--- src/rtl/coreapb3_iaddr_sched.sv ---
// Two-requester APB3 scheduler with indirect-address window and tag cache.
// Optional tag cache built only when COREAPB3_IADDR_CACHE_EN is defined.
module coreapb3_iaddr_sched #(
   parameter logic [31:0] IADDR_OFFSET = 32'h0000_0000,
   parameter logic [31:0] WIN_BASE     = 32'h0000_1000,
   parameter int          WIN_BITS     = 12
) (
   input  logic        PCLK,
   input  logic        PRESET,
   input  logic        REQ0_VALID,
   output logic        REQ0_READY,
   input  logic [31:0] REQ0_ADDR,
   input  logic        REQ0_WRITE,
   input  logic [31:0] REQ0_WDATA,
   output logic        RSP0_VALID,
   input  logic        REQ1_VALID,
   output logic        REQ1_READY,
   input  logic [31:0] REQ1_ADDR,
   input  logic        REQ1_WRITE,
   input  logic [31:0] REQ1_WDATA,
   output logic        RSP1_VALID,
   output logic [31:0] RSP_RDATA,
   output logic        RSP_ERR,
   input  logic        CACHE_INV,
   output logic        PSEL,
   output logic        PENABLE,
   output logic [31:0] PADDR,
   output logic        PWRITE,
   output logic [31:0] PWDATA,
   input  logic [31:0] PRDATA,
   input  logic        PREADY,
   input  logic        PSLVERR
);

   localparam int TW = 32 - WIN_BITS;

   typedef enum logic [2:0] {
      IDLE,
      IA_SETUP,
      IA_ACCESS,
      D_SETUP,
      D_ACCESS,
      RESP
   } state_t;

   state_t      state;
   state_t      state_nx;
   logic        gnt_q;
   logic        pri_q;
   logic [31:0] addr_q;
   logic [31:0] wdata_q;
   logic        write_q;
   logic [31:0] rdata_q;
   logic        err_q;
   logic        gnt0;
   logic        gnt1;
   logic        gnt_any;
   logic        hit;
   logic        ia_done;
   logic        d_done;

   // pri_q names the requester that wins when both are pending
   assign gnt1    = REQ1_VALID & (~REQ0_VALID | pri_q);
   assign gnt0    = REQ0_VALID & ~gnt1;
   assign gnt_any = gnt0 | gnt1;
   assign ia_done = (state == IA_ACCESS) & PREADY;
   assign d_done  = (state == D_ACCESS) & PREADY;

`ifdef COREAPB3_IADDR_CACHE_EN
   logic [TW-1:0] req_tag;
   logic [TW-1:0] tag_q;
   logic          vld_q;

   assign req_tag = gnt1 ? REQ1_ADDR[31:WIN_BITS]
                         : REQ0_ADDR[31:WIN_BITS];
   assign hit     = vld_q & ~CACHE_INV & (tag_q == req_tag);

   // invalidate has priority over a tag load in the same cycle
   always_ff @(posedge PCLK) begin
      if (PRESET) begin
         tag_q <= '0;
         vld_q <= 1'b0;
      end else begin
         if (ia_done && !PSLVERR)
            tag_q <= addr_q[31:WIN_BITS];
         if (CACHE_INV)
            vld_q <= 1'b0;
         else if (ia_done)
            vld_q <= ~PSLVERR;
      end
   end
`else
   logic unused_cache;

   assign unused_cache = CACHE_INV;
   assign hit          = 1'b0;
`endif

   always_ff @(posedge PCLK) begin
      if (PRESET) begin
         state   <= IDLE;
         gnt_q   <= 1'b0;
         pri_q   <= 1'b0;
         addr_q  <= '0;
         wdata_q <= '0;
         write_q <= 1'b0;
         rdata_q <= '0;
         err_q   <= 1'b0;
      end else begin
         state <= state_nx;
         if (state == IDLE && gnt_any) begin
            gnt_q   <= gnt1;
            pri_q   <= ~gnt1;
            addr_q  <= gnt1 ? REQ1_ADDR : REQ0_ADDR;
            wdata_q <= gnt1 ? REQ1_WDATA : REQ0_WDATA;
            write_q <= gnt1 ? REQ1_WRITE : REQ0_WRITE;
         end
         if (ia_done && PSLVERR) begin
            rdata_q <= '0;
            err_q   <= 1'b1;
         end
         if (d_done) begin
            rdata_q <= write_q ? 32'h0 : PRDATA;
            err_q   <= PSLVERR;
         end
      end
   end

   always_comb begin
      state_nx = state;
      case (state)
         IDLE:
            if (gnt_any)
               state_nx = hit ? D_SETUP : IA_SETUP;
         IA_SETUP:
            state_nx = IA_ACCESS;
         IA_ACCESS:
            if (PREADY)
               state_nx = PSLVERR ? RESP : D_SETUP;
         D_SETUP:
            state_nx = D_ACCESS;
         D_ACCESS:
            if (PREADY)
               state_nx = RESP;
         RESP:
            state_nx = IDLE;
         default:
            state_nx = IDLE;
      endcase
   end

   always_comb begin
      PSEL       = 1'b0;
      PENABLE    = 1'b0;
      PADDR      = '0;
      PWRITE     = 1'b0;
      PWDATA     = '0;
      REQ0_READY = 1'b0;
      REQ1_READY = 1'b0;
      RSP0_VALID = 1'b0;
      RSP1_VALID = 1'b0;
      case (state)
         IDLE: begin
            REQ0_READY = gnt0;
            REQ1_READY = gnt1;
         end
         IA_SETUP, IA_ACCESS: begin
            PSEL    = 1'b1;
            PENABLE = (state == IA_ACCESS);
            PADDR   = IADDR_OFFSET;
            PWRITE  = 1'b1;
            PWDATA  = {addr_q[31:WIN_BITS], {WIN_BITS{1'b0}}};
         end
         D_SETUP, D_ACCESS: begin
            PSEL    = 1'b1;
            PENABLE = (state == D_ACCESS);
            PADDR   = WIN_BASE |
                      {{TW{1'b0}}, addr_q[WIN_BITS-1:0]};
            PWRITE  = write_q;
            PWDATA  = write_q ? wdata_q : 32'h0;
         end
         RESP: begin
            RSP0_VALID = ~gnt_q;
            RSP1_VALID = gnt_q;
         end
         default: ;
      endcase
   end

   assign RSP_RDATA = rdata_q;
   assign RSP_ERR   = err_q;

endmodule

--- config.mk ---
export PLATFORM = sky130hd
export DESIGN_NAME = coreapb3_iaddr_sched
export DESIGN_NICKNAME = d
export VERILOG_FILES = /design/src/rtl/coreapb3_iaddr_sched.sv
export SDC_FILE = /design/constraint.sdc
export NUM_CORES = 1
export LEC_CHECK = 0
export BUFFER_PORTS_ARGS = -buffer_cell sky130_fd_sc_hd__buf_2
export CAP_MARGIN = 20
export CORE_MARGIN = 10
export CORE_UTILIZATION = 25
export DETAILED_ROUTE_END_ITERATION = 7
export GPL_TIMING_DRIVEN = 0
export MAX_ROUTING_LAYER = met4
export PLACE_DENSITY = 0.53
export SYNTH_ARGS = -nofsm -noshare
export SYNTH_HDL_FRONTEND = slang
export SYNTH_SLANG_ARGS = --single-unit
export TNS_END_PERCENT = 1
--- constraint.sdc ---
create_clock -name PCLK -period 4.7 [get_ports PCLK]
set_clock_uncertainty 0.1 [all_clocks]
set_input_delay 0.94 -clock PCLK [delete_from_list [all_inputs] [get_ports PCLK]]
set_output_delay 0.94 -clock PCLK [all_outputs]
set_load 0.02 [all_outputs]
==> impl_results.md, run 1 <==
* Quantity of hold-fixing buffers added after cts at 0
* Hold Path Origin: RSP_RDATA[1]$_SDFFE_PP0P_
* Hold WS at about 370 ps
* CP required at ~3700 ps
* Die footprint at ~0.025 mm^2
* Drt wl/cell at between 15 and 20 um
* CTS root buf: clkbuf_16
* Fin crit share at 0.743
* Max Transition Viols Final at 0
* Status: finished, final reports clean
* # nets final at between 900 and 1,000
* Power, Total at 2.40 mW
* CTS tree: yes
* Share of cells above drive strength 1 at 0.426
* Finished Layout Cells at 1,079
* Iteration-0 DRC Markers at between 200 and 300
* Worst-Skew Late Latency at 350 ps
* Share of the synthesized area in the top cell type at 0.425
* Final WS setup at around 1200 ps
* Die Wd at roughly 160 um
* Die Ht at approximately 160 um
* R2R setup slack at between 2000 and 3000 ps
* Initial antenna violation count at 3
* Final hold vios at 0
* Clock Path Buffers at 2
* Top delay family on crit path: compound AO/OA/AOI/OAI gates
* Final Wtd Congestion at 0.791
* FF+latch area at between 0.002 and 0.0025 mm^2
* Global-route wire length before repair at 30.3 mm
* CP arrival at 2450 ps
* Setup crit start: state[1]$_SDFFE_PP0P_
* LEAKAGE at 3.42 nW
* DR vias/cell at around 4.6
* Critical path, cell by cell: buf_4 > nor2b_1 > a22o_1 > and2_1 > buf_2 > a22o_1 > buf_2
* Mean area per synthesized cell at a little over 9 um^2
* Pre-CTS setup slack at roughly 1200 ps
* Crit Reg-Reg Startpoint: state[1]$_SDFFE_PP0P_
* IO Port Bufs at 252
* Gr ovfl total at 0
* Worst slew margin at 0.466
* Core area at between 0.015 and 0.02 mm^2
* Final wirelength at approximately 20 mm
* Layout area overhead at 40.6%
* Power per Cell Area at 353 mW/mm^2
* Largest net degree at the start of global routing at 19
* Dpl cell area at approximately 0.0065 mm^2
* Min Tclk post-route at approximately 3500 ps
* Clock transition at path regs at 70 ps
* CTS Buf Count at 9
* Row cnt at 50
* CTS Sinks at 103
* Maximum vdd drop at roughly 0.00015 V
* Critical path class: flop to output port
* Placed Instances at between 1,000 and 1,500
* Post-DP HPWL at roughly 16 mm
* First drt pass iteration count at 5
* RSZ-0062 raised after global routing: false
* Initial Util at 0.257
* CP Max Fanout at 10
* Vias in the first global route at just over 5,000
* Synth warn at 0
* Critical Path Start Type: flop
* Synth cell types at 35
* Buf/Inv on CP at 3
* Most frequent cells in the layout: 268 x buf_2, 103 x dfxtp_1, 65 x nand2_1
* Boundary Pins at 273
* DRC at 0
* Setup repair bufs after CTS at 0
* Largest cells by area after synthesis: dfxtp_1 43%, a22o_1 9.8%, a211oi_2 7.7%, a211o_1 6.1%, nand2_1 5.0%
* Critical path's largest stage delay at 470 ps
* Routed Antenna Nets at 0
* Fill cells at 2,043
* CP max stage cell: a22o_1
* Commonest non-fill, non-tap cell in the layout: buf_2
* Final TNS setup at 0 ps
* GRT Util Overall at 0.154
* Final Cell Area at 0.00681 mm^2
* Slew @ Worst Pin at 801 ps
* CP endpoint kind: output port
* CTS H-Tree Depth at 3
* Synthesized area at roughly 0.0048 mm^2
* Peak Freq at roughly 0.29 GHz
* Mapped Cells at 530
* Vias post-DR at 4,927
* Util after Layout at 0.361
* Max-Cap Viols at 0
* Setup Viol. Count Final at 0
* # resized after CTS at 0
* Footprint of the multi-input gates at roughly 0.0024 mm^2
* #FFs+latches synth at just over 100
* Synth area leader: dfxtp_1
* Post-synthesis sequential area ratio at 0.425
* Hold Path Class: flop to flop
## report_power, final
| group | switching (mW) | internal [mW] | total [mW] |
|---|---|---|---|
| logic | 0.365 | 0.239 | 0.604 |
| registers | 0.0490 | 0.963 | 1.01 |
| clock network | 0.366 | 0.420 | 0.786 |
## flip-flops by register name, summed over array words and instances (netlist names)
signal	cells
pri_q	1
state	3
addr_q	32
RSP_ERR	1
RSP_RDATA	32
wdata_q	32
gnt_q	1
write_q	1
## kinds of logic (layout without fill, tap and decap cells)
group | Yosys count | after routing | share of synthesized area
and+or+nand+nor | 150 | 150 | 0.144
DFF | 103 | 103 | 0.425
AOI/OAI and AO/OA | 199 | 199 | 0.341
buffers and inverters | 75 | 343 | 0.0854
muxes | 1 | 1 | 0.00207
xor gates and xnor gates | 1 | 1 | 0.00181
other | 1 | 22 | 0.000774
## cell usage after synthesis (all sizes together)
cell type	instances
nor4	1
mux2i	1
or3	1
o21a	1
nor3	2
a211oi	34
nor2b	2
nor2	41
a22oi	31
conb	1
a22o	54
or2	3
a31oi	1
nand2	65
a211o	34
nor4b	1
buf	46
xnor2	1
and3	16
o21ai	36
clkbuf	24
dfxtp	103
a21oi	5
o22ai	2
nand2b	3
o2111a	1
inv	5
and2	15
## per-layer routing
| layer | global-route usage | share of wire | wire, um |
|---|---|---|---|
| met1 | 0.192 | 0.46 | 9050 |
| met2 | 0.234 | 0.45 | 8900 |
| met3 | 0.0488 | 0.070 | 1370 |
| met4 | 0.0404 | 0.014 | 273 |
| met5 | - | 0 | 0 |
## final timing paths
| kind | cells after the start | to |
|---|---|---|
| max | 7 | PWDATA[31] |
| min reg2reg | 1 | RSP_RDATA[1]$_SDFFE_PP0P_ |
| min | 1 | RSP_RDATA[1]$_SDFFE_PP0P_ |
| max reg2reg | 6 | wdata_q[21]$_SDFFE_PP0P_ |
## area by class of cell
| cell class | instances | area share |
|---|---|---|
| Antenna cell | 3 | 0.00110 |
| Sequential cell | 103 | 0.303 |
| Clock buffer | 9 | 0.0331 |
| Buffer | 70 | 0.0580 |
| Inverter | 5 | 0.00275 |
| Timing Repair Buffer | 252 | 0.185 |
| Tap cell | 260 | 0.0477 |
| Multi-Input combinational cell | 370 | 0.358 |
| Clock inverter | 7 | 0.0118 |
Power figures use the tool's default switching activity.
==> inputs of run 2 (changes only) <==
--- a/config.mk
+++ b/config.mk
@@ -12,7 +12,7 @@
 export DETAILED_ROUTE_END_ITERATION = 7
 export GPL_TIMING_DRIVEN = 0
 export MAX_ROUTING_LAYER = met4
-export PLACE_DENSITY = 0.53
+export PLACE_DENSITY = 0.55
 export SYNTH_ARGS = -nofsm -noshare
 export SYNTH_HDL_FRONTEND = slang
 export SYNTH_SLANG_ARGS = --single-unit
==> constraint.sdc (replaced) <==
create_clock -name PCLK -period 3.2 [get_ports PCLK]
set_clock_uncertainty 0.1 [all_clocks]
set_input_delay 0.64 -clock PCLK [delete_from_list [all_inputs] [get_ports PCLK]]
set_output_delay 0.64 -clock PCLK [all_outputs]
set_load 0.02 [all_outputs]
==> run 2 against run 1 <==
Effect of this change:
- sequential power is 48% higher
- setup slack got worse by 1000 ps
- critical path depth fell by 2
- count of clock-buffer cells in the layout unchanged
- utilization rose by 0.079 points
- flip-flop and latch count unchanged
- global-route usage decreased by 0.43 points
- sequential share of layout area shrank 0.067 points
- die area is the same
- final cell count fell by 0.28%
- first-iteration DRC count is 22% lower
- clock power up 58%
- critical path type unchanged
- largest power group unchanged
==> impl_results.md, run 2 (synthesis gave the netlist of run 1 again) <==
* Gr ovfl total at 0
* CTS Sinks at roughly 100
* Status: finished, final reports clean
* Critical path, cell by cell: buf_2 > a22o_2 > clkbuf_1 > and3_1 > buf_2
* Routed Antenna Nets at 0
* DR vias/cell at ~4.6
* DRC at 0
* # resized after CTS at 1
* Critical path class: flop to output port
* Crit path top cell by count: buf_2
* Combinational share of power at 0.248
* Critical Path Start Type: flop
* Initial antenna violation count at 0
* Clock transition at path regs at roughly 80 ps
* Vias post-DR at ~4,900
* Slew @ Worst Pin at roughly 800 ps
* CTS Buf Count at 9
* NetSw at 1.16 mW
* Power per Cell Area at 530 mW/mm^2
* Layout area overhead at 40.9%
* Worst-Skew Late Latency at approximately 350 ps
* Peak Freq at roughly 0.33 GHz
* Final wirelength at a little under 20 mm
* Sw Ratio at 0.320
* Top delay family on crit path: buffers and inverters
* Iteration-0 DRC Markers at 220
* Finished Layout Cells at between 1,000 and 1,500
* Row cnt at 50
* RSZ-0062 raised after global routing: false
* Commonest non-fill, non-tap cell in the layout: buf_2
* Die Ht at roughly 160 um
* Final TNS setup at 0 ps
* IO Port Bufs at between 200 and 300
* Setup repair bufs after CTS at 0
* CP required at around 2500 ps
* Largest net degree at the start of global routing at 19
* Clock Path Buffers at 2
* Final Wtd Congestion at ~0.8
* Power Internal at 2.46 mW
* Maximum vdd drop at ~0.00033 V
* Global-route wire length before repair at 29.5 mm
* # diodes at 0
* Vias in the first global route at 5,060
* # nets final at 980
* CP max stage cell: clkbuf_1
* CTS root buf: clkbuf_16
* GRT Util Overall at 0.149
* Clock share of power at 0.342
* Buf/Inv on CP at 3
* Die footprint at ~0.025 mm^2
* Sequential power share at 0.411
* Die Wd at between 150 and 200 um
* CP arrival at approximately 2300 ps
* Share of cells above drive strength 1 at 0.428
* Core area at 0.0189 mm^2
* Quantity of hold-fixing buffers added after cts at 0
* Most frequent cells in the layout: 268 x buf_2, 103 x dfxtp_1, 65 x nand2_1
* Post-DP HPWL at around 15 mm
* Max-Cap Viols at 0
* Final hold vios at 0
* CP Max Fanout at 10
* Fin crit share at 0.946
* LEAKAGE at between 3 and 4 nW
* Min Tclk post-route at approximately 3000 ps
* CP endpoint kind: output port
* CTS H-Tree Depth at 3
* Boundary Pins at around 270
* Worst slew margin at 0.466
* Setup Viol. Count Final at 0
* First drt pass iteration count at 6
* Hold Path Class: primary input to flop
* Drt wl/cell at around 18 um
* Max Transition Viols Final at 0
* CTS tree: yes
* Initial Util at 0.257
* Placed Instances at between 1,000 and 1,500
* Critical path's largest stage delay at 450 ps
## run 2: changes by cell type in the layout (fill, tap and decap cells not counted)
cell        previous run  this run
a22o_1                54        53
a22o_2                 0         1
bufinv_16              1         2
clkinv_2               1         0
clkinv_4               2         0
clkinvlp_4             1         2
diode_2                3         0
inv_6                  1         3
inv_8                  1         0
## run 2: tightest hold or removal path, stage by stage
cell,delay (ps)
buf_2,70
nand2_1,40
nand2_1,40
## run 2: path summary, 6_finish.rpt
kind,start,endpoint,slack [ps],cells past startpoint
worst max-delay path,state[2]$_SDFFE_PP0P_,PWDATA[9],170,5
worst min-delay path,REQ0_WDATA[1],wdata_q[1]$_SDFFE_PP0P_,370,3
worst max register to register,pri_q$_SDFFE_PP0P_,addr_q[17]$_SDFFE_PP0P_,1150,4
worst min register to register,RSP_RDATA[0]$_SDFFE_PP0P_,RSP_RDATA[0]$_SDFFE_PP0P_,370,1
## run 2: layout make-up
cell class | count | area [um^2]
inverters | 5 | 18.8
clock inverters | 7 | 101
plain buffers | 70 | 395
clock buffers | 9 | 225
multi-input cells | 370 | 2440
flip-flops and latches | 103 | 2060
fillers | 2041 | 12100
repair buffers | 252 | 1260
well taps | 260 | 325
## run 2: power groups by stage
| stage | sequential [mW] | clock (mW) | combinational (mW) |
|---|---|---|---|
| after floorplan | 1.50 | 0 | 0.581 |
| after global placement | 1.52 | 0 | 0.903 |
| after detailed placement | 1.52 | 0 | 0.904 |
| after CTS | 1.49 | 1.29 | 0.908 |
| after global routing | 1.50 | 1.33 | 0.982 |
| final | 1.49 | 1.24 | 0.897 |
## run 2: through the flow
step	cell area [um^2]	power (mW)	hold WS [ps]	setup slack, ps	util
finish	6830	3.62	367	172	0.361
global route	6830	3.81	360	46.8	0.361
CTS	6830	3.68	350	161	0.361
detailed placement	6500	2.42	350	258	0.344
global placement	6500	2.42	351	293	0.344
floorplan	4910	2.08	349	946	-
## run 2: metal layers
layer | vias to the layer above | global-route usage | wire length (um)
met5 | - | - | 0
met4 | 0 | 0.0312 | 185
met3 | 12 | 0.0478 | 1320
met2 | 183 | 0.239 | 9100
met1 | 2275 | 0.181 | 9120
li1 | 2461 | - | -
